`src/rtl/display_pkg.sv`:
```
// Shared constants for the seven-segment display path: segment bit positions,
// scan FSM encoding and default scan timing.
package display_pkg;

  localparam int SEG_A   = 0;
  localparam int SEG_B   = 1;
  localparam int SEG_C   = 2;
  localparam int SEG_D   = 3;
  localparam int SEG_E   = 4;
  localparam int SEG_F   = 5;
  localparam int SEG_G   = 6;
  localparam int SEG_DOT = 7;

  // Segments a..g; the dot is sourced from the per-digit mask instead of the decoder.
  localparam logic [7:0] SEG_LED_MASK = 8'((1 << SEG_A) | (1 << SEG_B) | (1 << SEG_C) |
                                           (1 << SEG_D) | (1 << SEG_E) | (1 << SEG_F) |
                                           (1 << SEG_G));

  localparam logic [1:0] IDLE  = 2'd0;
  localparam logic [1:0] BLANK = 2'd1;
  localparam logic [1:0] SHOW  = 2'd2;

  localparam int DEFAULT_SCAN_DIV     = 50000;
  localparam int DEFAULT_BLANK_CYCLES = 500;

endpackage

```
`src/rtl/display_scan_controller_if.sv`:
```
// Bundle between the system side (state codes, decoder) and the scan controller.
interface display_scan_controller_if #(
  parameter int NUM_DIGITS = 4
);
  logic                      enable;
  logic [2*NUM_DIGITS-1:0]   digit_states;
  logic [NUM_DIGITS-1:0]     dp_mask;
  logic [1:0]                state_sel;
  logic [7:0]                seg_in;
  logic [7:0]                seg_out;
  logic [NUM_DIGITS-1:0]     digit_en;
  logic                      frame_tick;

  modport master (
    output enable, digit_states, dp_mask, seg_in,
    input  state_sel, seg_out, digit_en, frame_tick
  );

  modport slave (
    input  enable, digit_states, dp_mask, seg_in,
    output state_sel, seg_out, digit_en, frame_tick
  );
endinterface

```
`src/rtl/scan_prescaler.sv`:
```
// Per-slot cycle counter; strobes when the blanking part and the whole slot end.
module scan_prescaler
  import display_pkg::*;
#(
  parameter int SCAN_DIV     = DEFAULT_SCAN_DIV,
  parameter int BLANK_CYCLES = DEFAULT_BLANK_CYCLES,
  localparam int CNT_W       = $clog2(SCAN_DIV)
) (
  input  logic             clk,
  input  logic             rst_n,
  input  logic             run,
  output logic [CNT_W-1:0] cnt,
  output logic             blank_done,
  output logic             slot_done
);
  localparam logic [CNT_W-1:0] BLANK_LAST = CNT_W'(BLANK_CYCLES - 1);
  localparam logic [CNT_W-1:0] SLOT_LAST  = CNT_W'(SCAN_DIV - 1);

  logic [CNT_W-1:0] cnt_q, cnt_d;

  assign blank_done = (cnt_q == BLANK_LAST);
  assign slot_done  = (cnt_q == SLOT_LAST);
  assign cnt        = cnt_q;

  // NOTE: give every always_comb target a default first so no path leaves it unassigned (latch).
  always_comb begin
    cnt_d = cnt_q + 1'b1;
    if (!run || slot_done) cnt_d = '0;
  end

  // NOTE: sequential state uses non-blocking assignments so all flops update together.
  always_ff @(posedge clk or negedge rst_n) begin
    if (!rst_n) cnt_q <= '0;
    else        cnt_q <= cnt_d;
  end
endmodule

```
`src/rtl/display_scan_controller.sv`:
```
// Scans NUM_DIGITS seven-segment digits through one shared decoder, with a dark
// gap at the start of every slot and a per-frame snapshot of the digit codes.
module display_scan_controller
  import display_pkg::*;
#(
  parameter int NUM_DIGITS   = 4,
  parameter int SCAN_DIV     = DEFAULT_SCAN_DIV,
  parameter int BLANK_CYCLES = DEFAULT_BLANK_CYCLES
) (
  input logic                      clk,
  input logic                      rst_n,
  display_scan_controller_if.slave bus
);
  localparam int IDX_W = $clog2(NUM_DIGITS);
  localparam int CNT_W = $clog2(SCAN_DIV);
  localparam logic [IDX_W-1:0] LAST_IDX = IDX_W'(NUM_DIGITS - 1);

  logic [1:0]              state_q, state_d;
  logic [IDX_W-1:0]        idx_q, idx_d;
  logic [2*NUM_DIGITS-1:0] snap_q, snap_d;
  logic [NUM_DIGITS-1:0]   dp_snap_q, dp_snap_d;

  logic [CNT_W-1:0] cnt;
  logic             blank_done;
  logic             slot_done;
  logic             run;

  // Counter restarts at 0 on entry to BLANK from IDLE and whenever scanning stops.
  assign run = bus.enable && (state_q != IDLE);

  scan_prescaler #(
    .SCAN_DIV     (SCAN_DIV),
    .BLANK_CYCLES (BLANK_CYCLES)
  ) u_prescaler (
    .clk        (clk),
    .rst_n      (rst_n),
    .run        (run),
    .cnt        (cnt),
    .blank_done (blank_done),
    .slot_done  (slot_done)
  );

  always_comb begin
    state_d   = state_q;
    idx_d     = idx_q;
    snap_d    = snap_q;
    dp_snap_d = dp_snap_q;
    if (!bus.enable) begin
      state_d = IDLE;
      idx_d   = '0;
    end else begin
      case (state_q)
        IDLE: begin
          state_d   = BLANK;
          idx_d     = '0;
          snap_d    = bus.digit_states;
          dp_snap_d = bus.dp_mask;
        end
        BLANK: if (blank_done) state_d = SHOW;
        SHOW: if (slot_done) begin
          state_d = BLANK;
          if (idx_q == LAST_IDX) begin
            idx_d     = '0;
            snap_d    = bus.digit_states;
            dp_snap_d = bus.dp_mask;
          end else begin
            idx_d = idx_q + 1'b1;
          end
        end
        default: state_d = IDLE;
      endcase
    end
  end

  always_ff @(posedge clk or negedge rst_n) begin
    if (!rst_n) begin
      state_q   <= IDLE;
      idx_q     <= '0;
      snap_q    <= '0;
      dp_snap_q <= '0;
    end else begin
      state_q   <= state_d;
      idx_q     <= idx_d;
      snap_q    <= snap_d;
      dp_snap_q <= dp_snap_d;
    end
  end

  // Outputs decode registered state only; seg_in is the single combinational path.
  always_comb begin
    bus.state_sel = 2'b00;
    bus.digit_en  = '0;
    bus.seg_out   = 8'h00;
    if (state_q != IDLE) bus.state_sel = snap_q[2*idx_q +: 2];
    if (state_q == SHOW) begin
      bus.digit_en = NUM_DIGITS'(1) << idx_q;
      bus.seg_out  = (bus.seg_in & SEG_LED_MASK) | (8'(dp_snap_q[idx_q]) << SEG_DOT);
    end
  end

  assign bus.frame_tick = (state_q == SHOW) && slot_done && (idx_q == LAST_IDX);

  logic unused_cnt;
  assign unused_cnt = ^cnt;
endmodule

```
`src/flat_wrapper.sv`:
```
// flat-port wrapper written by rule: the top's interface ports become plain ports
module display_scan_controller_flat import display_pkg::*;
#(
  parameter int NUM_DIGITS   = 4,
  parameter int SCAN_DIV     = DEFAULT_SCAN_DIV,
  parameter int BLANK_CYCLES = DEFAULT_BLANK_CYCLES
)
  (clk, rst_n, bus_enable, bus_digit_states, bus_dp_mask, bus_seg_in, bus_state_sel, bus_seg_out, bus_digit_en, bus_frame_tick);
  display_scan_controller_if #(.NUM_DIGITS(NUM_DIGITS)) bus_i ();
  input logic clk;
  input logic rst_n;
  input wire logic [$bits(bus_i.enable)-1:0] bus_enable;
  input wire logic [$bits(bus_i.digit_states)-1:0] bus_digit_states;
  input wire logic [$bits(bus_i.dp_mask)-1:0] bus_dp_mask;
  input wire logic [$bits(bus_i.seg_in)-1:0] bus_seg_in;
  output wire logic [$bits(bus_i.state_sel)-1:0] bus_state_sel;
  output wire logic [$bits(bus_i.seg_out)-1:0] bus_seg_out;
  output wire logic [$bits(bus_i.digit_en)-1:0] bus_digit_en;
  output wire logic [$bits(bus_i.frame_tick)-1:0] bus_frame_tick;
  assign bus_i.enable = bus_enable;
  assign bus_i.digit_states = bus_digit_states;
  assign bus_i.dp_mask = bus_dp_mask;
  assign bus_i.seg_in = bus_seg_in;
  assign bus_state_sel = bus_i.state_sel;
  assign bus_seg_out = bus_i.seg_out;
  assign bus_digit_en = bus_i.digit_en;
  assign bus_frame_tick = bus_i.frame_tick;
  display_scan_controller #(.NUM_DIGITS(NUM_DIGITS), .SCAN_DIV(SCAN_DIV), .BLANK_CYCLES(BLANK_CYCLES)) u_core (.clk(clk), .rst_n(rst_n), .bus(bus_i));
endmodule
```
`config.mk`:
```
export PLATFORM = sky130hd
export DESIGN_NAME = display_scan_controller_flat
export DESIGN_NICKNAME = d
export VERILOG_FILES = /design/src/rtl/display_pkg.sv /design/src/rtl/display_scan_controller_if.sv /design/src/rtl/scan_prescaler.sv /design/src/rtl/display_scan_controller.sv /design/src/flat_wrapper.sv
export SDC_FILE = /design/constraint.sdc
export NUM_CORES = 1
export LEC_CHECK = 0
export BUFFER_PORTS_ARGS = -buffer_cell sky130_fd_sc_hd__buf_4
export CAP_MARGIN = 20
export CORE_MARGIN = 5
export CORE_UTILIZATION = 55
export CTS_CLUSTER_DIAMETER = 200
export DETAILED_ROUTE_END_ITERATION = 16
export PLACE_DENSITY = 0.8
export SYNTH_ARGS = -nofsm -noshare
export SYNTH_HDL_FRONTEND = slang
export SYNTH_HIERARCHICAL = 1
export SYNTH_SLANG_ARGS = --single-unit
```
`constraint.sdc`:
```
create_clock -name clk -period 5 [get_ports clk]
set_input_delay 0 -clock clk [delete_from_list [all_inputs] [get_ports clk]]
set_output_delay 0 -clock clk [all_outputs]
set_load 0.03 [all_outputs]
```
==> results.txt <==
----------------------------------------------------
[Outcome]
  Outcome ... finished, final reports clean

[Placement]
  Last weighted congestion value of the routability-driven placer ... approximately 0.81
  Number of I/O port buffers ... 36
  Post-place setup slack ... between 2 and 2.5 ns
  Instance area at placement ... around 2000 µm²
  Detailed placement HPWL ... roughly 2500 µm

[Drt]
  Wire length reported by the detailed router ... between 3000 and 4000 µm
  Router iterations before antenna repair ... 4
  Avg Vias per Cell ... 5.24
  Initial drt markers ... just under 70
  Residual antenna-violating net count after detailed routing ... 0
  Overall via count from detail_route ... 1,342
  Average wire length per cell after detail routing ... between 10 and 15 µm
  DRC violation count after routing ... 0

[Floorplan]
  Standard cell core area ... 3030 µm²
  Chip width ... around 66 µm
  Die span in y ... around 66 µm
  Initial cell density of the core ... 0.566
  Cell Rows ... 20
  Total Die Area ... between 4000 and 5000 µm²
  IO Count ... 38

[Timing]
  Setup repair after global routing missed its margin ... no
  Final number of setup-violating endpoints ... 0
  Final count of pins violating max slew ... 0
  Final min period ... 2.92 ns
  Tightest Pin Transition ... 0.697 ns
  Share of the cycle needed by the critical path after routing ... 0.584
  Final Hold Viols ... 0
  Setup Skew ... 0.0117 ns
  Setup ws final ... 2.08 ns
  Max Clock Freq ... around 0.34 GHz
  Final TNS setup ... 0 ns
  Headroom to the max-slew limit ... 0.536

[Clock network]
  CTS Buf Count ... 5
  Clock slew at the register clock pins of the worst setup and hold paths ... 0.10 ns
  Root buf cell ... clkbuf_4
  Clock H-tree levels ... 2
  Number of buffers inserted by post-CTS setup repair ... 0
  Maximum root-to-sink buffer count ... 2
  CTS tree ... built
  # clock sinks ... 32
  Skew-Pair Late Insertion Delay ... about 0.33 ns

[Power and ir drop]
  Static leakage power ... 0.975 nW
  Internal portion of total power ... between 0.4 and 0.5 mW
  Switching Share ... 0.209
  Clock share of power ... 0.387
  Net Switching ... about 0.12 mW
  Ratio of total power to cell area ... approximately 250 nW/µm²
  Comb pwr share ... 0.110
  Share of total power in sequential cells ... 0.503
  Largest voltage drop on the vdd net ... 189 µV

[Setup path]
  Reg-to-Reg Start ... u_core/u_prescaler/cnt[12]
  Reg2reg path depth ... 6
  CP cell instances ... or4_1 > or4_4 > inv_1 > nand2_1 > a21oi_2 > mux2_2
  Capture instance of the worst register-to-register path ... u_core/snap_q[0]
  Top Family by Delay on Critical Path ... simple AND/OR/NAND/NOR gates
  Buffers & Inverters on Critical Path ... 1
  Max stage delay cell, worst path ... or4_4
  Crit start category ... register
  Kind of capture point of the worst setup path ... register
  Data arrival, critical path ... approximately 3.1 ns
  CP Data Required Time ... between 5 and 6 ns
  Delay contributed by the slowest stage of the critical path ... approximately 0.6 ns
  Setup slack on the worst flop-to-flop path ... around 2.1 ns
  Critical setup path kind ... register to register
  Critical Path Fanout Max ... 12

[GRT]
  Grt total ovfl ... 0
  GRT met3 Usage ... 0.0442
  Number of global-route vias before repair ... ~1,400
  Routing layer with the top usage in global route ... met2
  M1 GR Usage ... 0.245
  Total track usage ... 0.205
  Antenna violations before repair ... 0
  Met2 capacity usage during global routing ... 0.363
  Wire length of the first global-routing pass ... 6590 µm
  Maximum number of pins on one net before global-route repair ... 33

[Yosys]
  Largest cells by area after synthesis ... dfrtp_1, mux2_2, xnor2_1
  Sequential cell area fraction in the yosys report ... 0.467
  Count of flip-flops with a built-in enable after synthesis ... 0
  Post-synth ARST share ... 1.00
  Average cell area after synthesis ... between 10 and 15 µm²
  Share of Yosys cell area claimed by the top area cell type ... 0.467
  Count of different cell masters after synthesis ... 36
  Number of register bits inferred by synthesis ... 32
  Nets in the synthesized netlist ... approximately 190
  Number of warnings issued by yosys ... 6
  Yosys top cell by area ... dfrtp_1
  Cell count after synthesis ... between 150 and 200
  Syn Std Cell Area ... 1710 µm²
  Top FF cell, synth ... dfrtp_1

[Layout]
  Final net count ... roughly 240
  Ant. Diodes ... 0
  Fraction of final layout cells sized beyond drive strength 1 ... 0.307
  Final core utilization ... 0.739
  Finished layout cell area ... around 2200 µm²
  Area growth, synth to finish ... 30.7%

[Flow run]
  Reported max-cap violation count ... 0

[Worst hold path]
  Worst min-delay path category ... input port to async pin

----------------------------------------------------
## power groups by stage
stage	clock (mW)	sequential, mW	combinational, mW
floorplan	0	0.285	0.0315
global placement	0	0.286	0.0507
detailed placement	0	0.288	0.0531
CTS	0.223	0.283	0.0620
global route	0.238	0.285	0.0687
finish	0.218	0.283	0.0618
## layer usage
metal / up-vias / routed length [µm]
li1: 647 / -
met1: 645 / 1550
met2: 44 / 1930
met3: 6 / 224
met4: 0 / 49
met5: - / 0
## cell usage in the layout, fill, tap and decap left out, types with 2 or more instances in the layout
| cell | n |
|---|---|
| xnor2_1 | 12 |
| mux4_2 | 3 |
| clkbuf_4 | 5 |
| nand2_1 | 5 |
| xor2_1 | 2 |
| mux2_2 | 12 |
| nor3_1 | 5 |
| a21boi_0 | 2 |
| nor2b_1 | 4 |
| o21ai_0 | 2 |
| nand3_1 | 7 |
| and2_1 | 14 |
| clkbuf_8 | 2 |
| buf_4 | 36 |
| ha_1 | 5 |
| dfrtp_1 | 32 |
| or4_1 | 2 |
| nor4_1 | 3 |
| nand4_1 | 3 |
| nor2_1 | 20 |
| inv_1 | 7 |
| dlygate4sd3_1 | 14 |
## repair_timing
action	in CTS	in global routing
hold buffers	14	0
resized for setup	0	0
hold endpoints to repair	48	0
## Yosys cell counts, types with 2 or more instances
cell and count:
a21boi_0 2, and2_1 14, dfrtp_1 32, ha_1 5, inv_1 7, mux2_2 12
mux4_2 3, nand2_1 5, nand3_1 7, nand4_1 3, nor2_1 20, nor2b_1 4
nor3_1 5, nor4_1 3, o21ai_0 2, or4_1 2, xnor2_1 12, xor2_1 2
## through the flow
| stage | hold slack [ns] | std cells | total power [mW] |
|---|---|---|---|
| floorplan | -0.296 | 158 | 0.316 |
| global placement | -0.0517 | 234 | 0.337 |
| detailed placement | -0.0453 | 234 | 0.341 |
| CTS | 0.120 | 256 | 0.569 |
| global route | 0.155 | 256 | 0.592 |
| finish | 0.143 | 256 | 0.563 |
## worst reg2reg max path: stages (launching register included)
cell and delay (ns):
dfrtp_1 0.44, or4_1 0.58, or4_4 0.59, inv_1 0.15, nand2_1 0.08, a21oi_2 0.55
mux2_2 0.42
## worst max-delay path by stage
stage	from	endpoint	slack (ns)	depth (start not counted)
floorplan	u_core/u_prescaler/cnt[12]	u_core/dp_snap_q[0]	2.52	7
global placement	u_core/u_prescaler/cnt[12]	u_core/snap_q[5]	2.20	6
detailed placement	u_core/u_prescaler/cnt[12]	u_core/dp_snap_q[1]	2.11	6
CTS	u_core/u_prescaler/cnt[12]	u_core/snap_q[1]	2.11	6
global route	u_core/u_prescaler/cnt[12]	u_core/snap_q[7]	1.94	6
finish	u_core/u_prescaler/cnt[12]	u_core/snap_q[0]	2.08	6
## sequential cells by signal, indices dropped and copies added (netlist names)
| register | flops |
|---|---|
| u_core/dp_snap_q | 4 |
| u_core/idx_q | 2 |
| u_core/snap_q | 8 |
| u_core/state_q | 2 |
| u_core/u_prescaler/cnt | 16 |
## layout make-up
| type | count | area, µm² |
|---|---|---|
| multi-input cells | 115 | 851 |
| well taps | 44 | 55.1 |
| flip-flops and latches | 32 | 801 |
| inverters | 7 | 26.3 |
| clock buffers | 7 | 65.1 |
| repair buffers | 50 | 410 |
| fillers | 211 | 790 |
| clock inverters | 1 | 30.0 |
## cell families after synthesis
group           share of synthesized area
compound gates                     0.0321
xor+xnor                           0.0716
fa+ha+maj                          0.0365
buf+inv                            0.0358
flops                               0.467
mux                                 0.118
simple gates                        0.238
Power figures use the tool's default switching activity.
